==> src/rtl/imem_program_loader_pkg.sv <==
// Shared types and constants for the instruction-memory program loader.
// The FSM state encoding and address-step helpers live here.
package loader_pkg;

  typedef enum logic [1:0] {
    IDLE  = 2'd0,
    LOAD  = 2'd1,
    FLUSH = 2'd2,
    RUN   = 2'd3
  } state_e;

  // log2 of bytes per instruction word in byte-addressed mode
  localparam int WORD_SHIFT = 2;

  function automatic int addr_step(input int byte_addr);
    return (byte_addr != 0) ? (1 << WORD_SHIFT) : 1;
  endfunction

endpackage

==> src/rtl/imem_program_loader_addr_gen.sv <==
// Latches the session addressing mode and base, then produces the write
// address for the word on the stream plus a drop flag for bad addresses.
module loader_addr_gen
  import loader_pkg::*;
#(
  parameter int ADDR_W    = 32,
  parameter int DEPTH     = 256,
  parameter int BYTE_ADDR = 1,
  parameter int CNT_W     = 9
) (
  input  logic              clk,
  input  logic              rst,
  input  logic              i_latch,
  input  logic              i_auto_inc,
  input  logic [ADDR_W-1:0] i_base_addr,
  input  logic [ADDR_W-1:0] i_s_addr,
  input  logic [CNT_W-1:0]  i_word_count,
  output logic [ADDR_W-1:0] o_addr,
  output logic              o_drop
);

  logic              r_auto_inc;
  logic [ADDR_W-1:0] r_base;
  logic [ADDR_W-1:0] w_offset;
  logic [ADDR_W-1:0] w_index;
  logic              w_out_of_range;
  logic              w_misaligned;
  logic              w_full;

  always_ff @(posedge clk) begin
    if (rst) begin
      r_auto_inc <= 1'b0;
      r_base     <= '0;
    end else if (i_latch) begin
      r_auto_inc <= i_auto_inc;
      r_base     <= i_base_addr;
    end
  end

  assign w_offset = ADDR_W'(i_word_count) * ADDR_W'(addr_step(BYTE_ADDR));
  assign o_addr   = r_auto_inc ? (r_base + w_offset) : i_s_addr;

  // Range is checked on the absolute word index, not relative to the base.
  assign w_index        = (BYTE_ADDR != 0) ? (o_addr >> WORD_SHIFT) : o_addr;
  assign w_full         = r_auto_inc && (i_word_count == CNT_W'(DEPTH));
  assign w_out_of_range = (w_index >= ADDR_W'(DEPTH)) || w_full;
  assign w_misaligned   = (BYTE_ADDR != 0) && (o_addr[1:0] != 2'b00);
  assign o_drop         = w_out_of_range || w_misaligned;

endmodule

==> src/rtl/imem_program_loader.sv <==
// Program loader: streams instruction words into the CPU instruction memory
// and holds the CPU in reset/initialize until the load has settled.
module imem_program_loader
  import loader_pkg::*;
#(
  parameter int DATA_W        = 32,
  parameter int ADDR_W        = 32,
  parameter int DEPTH         = 256,
  parameter int BYTE_ADDR     = 1,
  parameter int RELEASE_DELAY = 2
) (
  input  logic                       clk,
  input  logic                       rst,
  input  logic                       start,
  input  logic                       auto_inc,
  input  logic [ADDR_W-1:0]          base_addr,
  input  logic                       s_valid,
  output logic                       s_ready,
  input  logic [DATA_W-1:0]          s_data,
  input  logic [ADDR_W-1:0]          s_addr,
  input  logic                       s_last,
  output logic                       imem_we,
  output logic [ADDR_W-1:0]          imem_addr,
  output logic [DATA_W-1:0]          imem_wdata,
  output logic                       initialize,
  output logic                       cpu_rst,
  output logic                       busy,
  output logic                       done,
  output logic                       err,
  output logic [$clog2(DEPTH+1)-1:0] word_count
);

  localparam int CNT_W = $clog2(DEPTH + 1);
  localparam int REL_W = (RELEASE_DELAY > 1) ? $clog2(RELEASE_DELAY) : 1;

  state_e            r_state;
  state_e            w_state_next;
  logic              r_we;
  logic [ADDR_W-1:0] r_addr;
  logic [DATA_W-1:0] r_wdata;
  logic              r_done;
  logic              r_err;
  logic [CNT_W-1:0]  r_word_count;
  logic [REL_W-1:0]  r_rel_cnt;

  logic              w_start;
  logic              w_accept;
  logic              w_write;
  logic              w_drop;
  logic [ADDR_W-1:0] w_addr;

  loader_addr_gen #(
    .ADDR_W    (ADDR_W),
    .DEPTH     (DEPTH),
    .BYTE_ADDR (BYTE_ADDR),
    .CNT_W     (CNT_W)
  ) u_addr_gen (
    .clk          (clk),
    .rst          (rst),
    .i_latch      (w_start),
    .i_auto_inc   (auto_inc),
    .i_base_addr  (base_addr),
    .i_s_addr     (s_addr),
    .i_word_count (r_word_count),
    .o_addr       (w_addr),
    .o_drop       (w_drop)
  );

  assign w_start  = start && ((r_state == IDLE) || (r_state == RUN));
  assign w_accept = s_valid && s_ready;
  assign w_write  = w_accept && !w_drop;

  always_comb begin
    w_state_next = r_state;
    s_ready      = 1'b0;
    busy         = 1'b0;
    initialize   = 1'b1;
    cpu_rst      = 1'b1;
    case (r_state)
      IDLE: begin
        if (start) w_state_next = LOAD;
      end
      LOAD: begin
        s_ready = 1'b1;
        busy    = 1'b1;
        if (w_accept && s_last) w_state_next = FLUSH;
      end
      FLUSH: begin
        busy = 1'b1;
        if (r_rel_cnt == REL_W'(RELEASE_DELAY - 1)) w_state_next = RUN;
      end
      RUN: begin
        initialize = 1'b0;
        cpu_rst    = 1'b0;
        if (start) w_state_next = LOAD;
      end
      default: w_state_next = IDLE;
    endcase
  end

  always_ff @(posedge clk) begin
    if (rst) begin
      r_state      <= IDLE;
      r_we         <= 1'b0;
      r_addr       <= '0;
      r_wdata      <= '0;
      r_done       <= 1'b0;
      r_err        <= 1'b0;
      r_word_count <= '0;
      r_rel_cnt    <= '0;
    end else begin
      r_state   <= w_state_next;
      r_we      <= w_write;
      r_done    <= (r_state == FLUSH) && (w_state_next == RUN);
      r_rel_cnt <= (r_state == FLUSH) ? r_rel_cnt + 1'b1 : '0;
      if (w_write) begin
        r_addr  <= w_addr;
        r_wdata <= s_data;
      end
      // A dropped word still completes its handshake; it only flags err.
      if (w_start) begin
        r_word_count <= '0;
        r_err        <= 1'b0;
      end else if (w_accept) begin
        if (w_drop) begin
          r_err <= 1'b1;
        end else if (r_word_count != CNT_W'(DEPTH)) begin
          r_word_count <= r_word_count + 1'b1;
        end
      end
    end
  end

  assign imem_we    = r_we;
  assign imem_addr  = r_addr;
  assign imem_wdata = r_wdata;
  assign done       = r_done;
  assign err        = r_err;
  assign word_count = r_word_count;

endmodule

==> config.mk <==
export PLATFORM = sky130hd
export DESIGN_NAME = imem_program_loader
export DESIGN_NICKNAME = d
export VERILOG_FILES = /design/src/rtl/imem_program_loader_pkg.sv /design/src/rtl/imem_program_loader_addr_gen.sv /design/src/rtl/imem_program_loader.sv
export SDC_FILE = /design/constraint.sdc
export NUM_CORES = 1
export LEC_CHECK = 0
export CORE_ASPECT_RATIO = 0.75
export CORE_MARGIN = 2
export CORE_UTILIZATION = 47
export CTS_CLUSTER_DIAMETER = 40
export DETAILED_ROUTE_END_ITERATION = 8
export GPL_TIMING_DRIVEN = 0
export PLACE_DENSITY = 0.81
export SYNTH_ARGS = -nofsm -noshare
export SYNTH_HDL_FRONTEND = slang
export SYNTH_SLANG_ARGS = --single-unit
==> constraint.sdc <==
create_clock -name clk -period 6.3 [get_ports clk]
set_clock_uncertainty 0.15 [all_clocks]
set_input_delay 1.26 -clock clk [delete_from_list [all_inputs] [get_ports clk]]
set_output_delay 1.26 -clock clk [all_outputs]
set_load 0.005 [all_outputs]
Word-level counts from Yosys, hierarchy flattened
Index checks and enable logic that the tools add are counted.
{"block": "classes", "addsub": 3, "order_cmp": 1, "n_eq_ne": 6, "muxes": 8, "bitwise": 2, "n_reduce_logical": 18}
{"op": "32-bit by 11-bit adder with 32-bit output", "count": 1}
{"op": "32-bit two-way mux", "count": 1}
{"op": "30-bit by 9-bit >= comparator with 1-bit output, second input constant", "count": 1}
{"op": "9-bit by 1-bit adder with 9-bit output, second input constant", "count": 1}
{"op": "9-bit == test, second input constant", "count": 1}
{"op": "9-bit != test, second input constant", "count": 1}
{"op": "2-bit OR reduction", "count": 4}
{"op": "2-bit == test, second input constant", "count": 3}
{"op": "1-bit logical AND", "count": 6}
{"op": "2-bit two-way mux", "count": 3}
{"op": "2-bit case mux with 3 select lines", "count": 1}
{"op": "1-bit logical OR", "count": 3}
{"op": "1-bit two-way mux", "count": 3}
{"op": "3-bit AND reduction", "count": 1}
{"op": "2-bit by 1-bit == test with 1-bit output, second input constant", "count": 1}
{"op": "2-bit zero test", "count": 1}
{"op": "1-bit NOT", "count": 2}
{"op": "2-bit AND reduction", "count": 1}
{"op": "2-bit nonzero test", "count": 1}
{"op": "1-bit adder, second input constant", "count": 1}
{"op": "1-bit zero test", "count": 1}
{"block": "word_totals", "reg_bits": 112}

Depth between registers and ports, before layout
{"block": "logic_depth", "ltp_word": 8, "ltp_mapped": 14}

Hierarchy
From an unflattened synthesis, not the netlist that was laid out.
{"block": "hier_totals", "hier_cells": 712, "hier_area_um2": 5693.0}
{"module": "imem_program_loader", "instances": 1, "cells_per_inst": 367, "area_each_um2": 2946.6}
{"module": "loader_addr_gen", "instances": 1, "cells_per_inst": 345, "area_each_um2": 2746.4}

Worst setup path before layout
OpenSTA, ideal clock, no wires.
{"block": "synth_timing", "path_kind": "reg-to-reg", "from": "reg r_word_count[0], in the netlist word_count[0]", "to": "reg r_addr[23], in the netlist imem_addr[23]", "setup_ns": 0.131, "arrival_ns": 3.259, "setup_slack_ns": 2.759, "stages_incl_launch_ff": 15, "synth_period_minus_slack_ns": 3.541, "cell_sequence": "dfxtp_1 ha_1 inv_1 fa_1 nand2b_1 a211oi_4 o21ai_2 o21a_1 or3_4 o31ai_4 o2111ai_4 buf_6 nor2_2 buf_2 nor3b_1"}
{"block": "synth_between", "elab_chain_cells": 7, "word_cells_on_any_way": 9, "classes_between": "1 x add/sub; 1 x order compare; 1 x eq/ne; 1 x mux; 5 x reduce/logical"}
{"item": "start, declared", "line": "imem_program_loader.sv:43", "source": "logic [CNT_W-1:0] r_word_count;"}
{"item": "start signal, assigned", "line": "imem_program_loader.sv:128", "source": "r_word_count <= r_word_count + 1'b1;"}
{"item": "32-bit by 11-bit adder with 32-bit output", "line": "imem_program_loader_addr_gen.sv:41", "source": "assign o_addr = r_auto_inc ? (r_base + w_offset) : i_s_addr;"}
{"item": "32-bit two-way mux", "line": "imem_program_loader_addr_gen.sv:41"}
{"item": "30-bit by 9-bit >= comparator with 1-bit output", "line": "imem_program_loader_addr_gen.sv:46", "source": "assign w_out_of_range = (w_index >= ADDR_W'(DEPTH)) || w_full;"}
{"item": "1-bit logical OR", "line": "imem_program_loader_addr_gen.sv:46"}
{"item": "1-bit logical OR", "line": "imem_program_loader_addr_gen.sv:48", "source": "assign o_drop = w_out_of_range || w_misaligned;"}
{"item": "1-bit zero test", "line": "imem_program_loader.sv:71", "source": "assign w_write = w_accept && !w_drop;"}
{"item": "1-bit logical AND", "line": "imem_program_loader.sv:71"}
{"item": "end signal, assigned", "line": "imem_program_loader.sv:117", "source": "r_addr <= w_addr;"}
{"item": "end, declared", "line": "imem_program_loader.sv:39", "source": "logic [ADDR_W-1:0] r_addr;"}
Parallel ways exist; a longest one is shown, timed or not.
A chain may end at the register's enable or synchronous reset.

Final worst setup path
{"block": "layout_timing", "from": "in s_addr[23]", "to": "reg r_wdata[5], in the netlist imem_wdata[5]"}
{"block": "layout_between", "elab_chain_cells": 6}
{"item": "start, declared", "line": "imem_program_loader.sv:20", "source": "input logic [ADDR_W-1:0] s_addr,"}
{"item": "32-bit two-way mux", "line": "imem_program_loader_addr_gen.sv:41"}
{"item": "30-bit by 9-bit >= comparator with 1-bit output", "line": "imem_program_loader_addr_gen.sv:46"}
{"item": "1-bit logical OR", "line": "imem_program_loader_addr_gen.sv:46"}
{"item": "1-bit logical OR", "line": "imem_program_loader_addr_gen.sv:48"}
{"item": "1-bit zero test", "line": "imem_program_loader.sv:71"}
{"item": "1-bit logical AND", "line": "imem_program_loader.sv:71"}
{"item": "end signal, assigned", "line": "imem_program_loader.sv:118", "source": "r_wdata <= s_data;"}
{"item": "end, declared", "line": "imem_program_loader.sv:40", "source": "logic [DATA_W-1:0] r_wdata;"}
Every way passes these cells.

==> results.rst <==
.. list-table::
   :header-rows: 1

   * - Metric
     - Value
   * - Pwr dens
     - 238 nW/um^2
   * - Via density per instance
     - between 5 and 6
   * - Unique masters post-synth
     - 61
   * - Post-route setup slack
     - approximately 1.9 ns
   * - First-pass GRT wire length
     - 28500 um
   * - Clk pin slew, worst setup/hold paths
     - 0.08 ns
   * - # hold bufs at CTS
     - 0
   * - Cell area after synthesis
     - 5570 um^2
   * - Initial Utilization
     - between 40% and 50%
   * - Critical Path, Cell by Cell
     - clkdlybuf4s50_1 -> nor4_1 -> and3_1 -> nand3_1 -> o211ai_1 -> nand2_1 -> a2111oi_1 -> nand3_1 -> buf_2 -> clkbuf_1 -> o21ai_0 -> a21oi_1
   * - Final instance area
     - 7890 um^2
   * - Number of buffers inserted during clock tree synthesis
     - 9
   * - Post-CTS resize count
     - 0
   * - Tot GR Track Use
     - 27.9%
   * - Area contributors post-synth
     - sky130_fd_sc_hd__dfxtp_1 40%, sky130_fd_sc_hd__a21oi_1 7.6%, sky130_fd_sc_hd__nand2_1 6.3%
   * - CTS Root Cell
     - sky130_fd_sc_hd__clkbuf_16
   * - Met1 usage
     - 41.0%
   * - Max-slew headroom at the worst pin
     - 49.8%
   * - Placed standard-cell area
     - about 7600 um^2
   * - Count of input and output buffers
     - 181
   * - Vias in the first global route
     - about 5.6k
   * - Type of element capturing the critical path
     - flop
   * - Category of the most critical setup path
     - in2reg
   * - Worst slack, placed
     - 1.69 ns
   * - Critical path required time
     - 6.38 ns
   * - Area leader, netlist
     - sky130_fd_sc_hd__dfxtp_1
   * - Total of flip-flops plus latches after synthesis
     - 112
   * - Die outline height
     - 98.3 um
   * - Seq/Total Area, Yosys
     - 40.2%
   * - Antenna diode count
     - 0
   * - Cell family with most CP delay
     - simple AND/OR/NAND/NOR gates
   * - Count of nets after finishing
     - about 980
   * - IR drop worst, VDD
     - 0.189 mV
   * - Post-route antenna net violation count
     - 0
   * - Total setup violations reported at the end of the flow
     - 0
   * - Sum of net half-perimeters after detailed placement
     - 13800 um
   * - Number of detailed-routing iterations run before antenna repair
     - 5
   * - Mapped Nets
     - a little under 800
   * - Fraction of layout instances using a drive strength above 1
     - 6.20%
   * - Largest net degree at the start of global routing
     - 23
   * - Status
     - finished clean
   * - Die outline area
     - 12800 um^2
   * - DRC Markers
     - 0
   * - Unrepaired setup endpoints after global routing
     - no
   * - Area share of the leading cell type in the synthesized netlist
     - between 40% and 50%
   * - GR peak layer
     - met2
   * - Crit share post-route
     - 69.6%
   * - Layout filler cell count
     - 981
   * - Commonest register cell after synthesis
     - sky130_fd_sc_hd__dfxtp_1
   * - Hold Crit Class
     - reg2reg
   * - Buffer depth of the longest clock path
     - 2
   * - Clk Latency, worst-skew pair
     - 0.35 ns
   * - GRT met2 Usage
     - 42.4%
   * - Cell with the most instances after synthesis
     - sky130_fd_sc_hd__dfxtp_1
   * - Final count of hold timing violations
     - 0
   * - Startpoint Class
     - primary input
   * - H-tree depth reported by CTS
     - 3
   * - Combined buffer and inverter count along the critical path
     - 3
   * - Cell mode on critical path
     - sky130_fd_sc_hd__nand3_1
   * - Number of warning messages in the yosys log
     - 0
   * - Slew Viols, Final
     - 0
   * - CP Max Fanout
     - 10
   * - Synthesized area per cell
     - 8.27 um^2
   * - Util after Layout
     - between 60% and 70%
   * - Area occupied by multi-input gates
     - between 3000 and 4000 um^2
   * - # Max-Cap Violations
     - 0
   * - Count of pins on the block boundary
     - ~180
   * - Placeable core region
     - 11600 um^2
   * - Routing usage on met3
     - under 10%
   * - Number of placed cells counting well taps
     - just over 1k
   * - Register cell area after layout
     - 2240 um^2
   * - Max stage delay cell, worst path
     - sky130_fd_sc_hd__clkdlybuf4s50_1
   * - Layout Area Growth over Synthesis
     - 41.6%
   * - Slowest Stage Delay on Critical Path
     - 0.50 ns
   * - Sink Count
     - 112
   * - Async S/R FF share, synth
     - 0%
   * - Reported leakage power
     - 2.68 nW
   * - Final TNS setup
     - 0 ns
   * - Number of antenna violations at the first check in global routing
     - 0
   * - Crit path arrival time
     - 4.46 ns
   * - Row Count
     - 34
   * - Number of buffers inserted to repair setup after CTS
     - 0
   * - Number of standard cells in the layout, taps in and fillers out
     - 1033
   * - Slew @ Worst Pin
     - 0.753 ns
   * - Most common library cells after synthesis
     - 112 x sky130_fd_sc_hd__dfxtp_1, 94 x sky130_fd_sc_hd__nand2_1, 85 x sky130_fd_sc_hd__a21oi_1
   * - DR WL/cell
     - around 17 um
   * - Final critical-path required period
     - 4.39 ns
   * - Vias after detailed routing
     - 5879
   * - Synthesized netlist cell count
     - 674
   * - Post-synth EDFFs
     - 0
   * - Wire length reported by the detailed router
     - 18000 um
   * - Routability-driven placement congestion ratio
     - ~0.92
   * - Fmax
     - 228 MHz
   * - Drt initial violations
     - roughly 460
   * - Die Span X
     - roughly 130 um
   * - Clock tree from TritonCTS
     - done
   * - Grt ovf
     - 0
==> layer usage <==
metal | vias up | share of wire, %
met2 | 287 | 43
li1 | 2824 | -
met1 | 2737 | 46
met4 | 0 | 1.7
met5 | - | 0
met3 | 31 | 8.7
==> cell type report <==
cell class,count,share of cell area (%)
Clock inverter,7,1.01
Clock buffer,9,2.85
Multi-Input combinational cell,496,38.5
Sequential cell,112,28.4
Tap cell,162,2.57
Timing Repair Buffer,181,23.0
Inverter,11,0.523
Buffer,55,3.20
==> path summary, 6_finish.rpt <==
path                      start            end  slack [ns]  cells past startpoint
setup / recovery     s_addr[23]  imem_wdata[5]        1.91                     12
hold / removal        r_rel_cnt      r_rel_cnt        0.28                      1
setup reg to reg  word_count[0]  imem_wdata[5]        2.13                     14
hold reg to reg       r_rel_cnt      r_rel_cnt        0.28                      1
==> flip-flops by register name (all words and copies together) (netlist names) <==
signal                 cells
imem_addr                 32
word_count                 9
u_addr_gen.r_auto_inc      1
err                        1
done                       1
r_state                    2
r_rel_cnt                  1
imem_wdata                32
imem_we                    1
u_addr_gen.r_base         32
==> where the power goes <==
part | switching, W | leakage, nW | internal (W)
clock | 0.000294 | 0.146 | 0.000284
combinational | 0.000287 | 1.63 | 0.000204
sequential | 0.0000540 | 0.907 | 0.000752
==> per-stage QoR <==
stage	hold slack, ns	power (W)
finish	0.277	0.00187
global route	0.294	0.00197
CTS	0.280	0.00188
detailed placement	0.267	0.00130
global placement	0.262	0.00129
floorplan	0.248	0.00111
==> logic make-up (layout without fill, tap and decap cells) <==
kind of cell,Yosys count,in the layout,synth area share (%)
AND/OR/NAND/NOR,265,265,25.5
adder cells (fa/ha/maj),15,15,3.50
flip-flops,112,112,40.2
AO/OA/AOI/OAI,184,184,20.1
XOR/XNOR,17,17,2.67
multiplexers,15,15,2.72
buffers and inverters,66,263,5.28
==> cells in the final DEF, fill, tap and decap left out, drive strengths merged, types with 11 or more instances in the layout <==
master	instances
clkdlybuf4s50	181
nand3	13
nand4	46
xnor2	11
ha	14
dfxtp	112
nand2	94
nor3	15
mux2i	14
buf	20
inv	15
a21oi	87
nor2	22
o21ai	51
nor3b	30
clkbuf	44
or3	13
No activity file was read; power rests on OpenSTA's default activity.
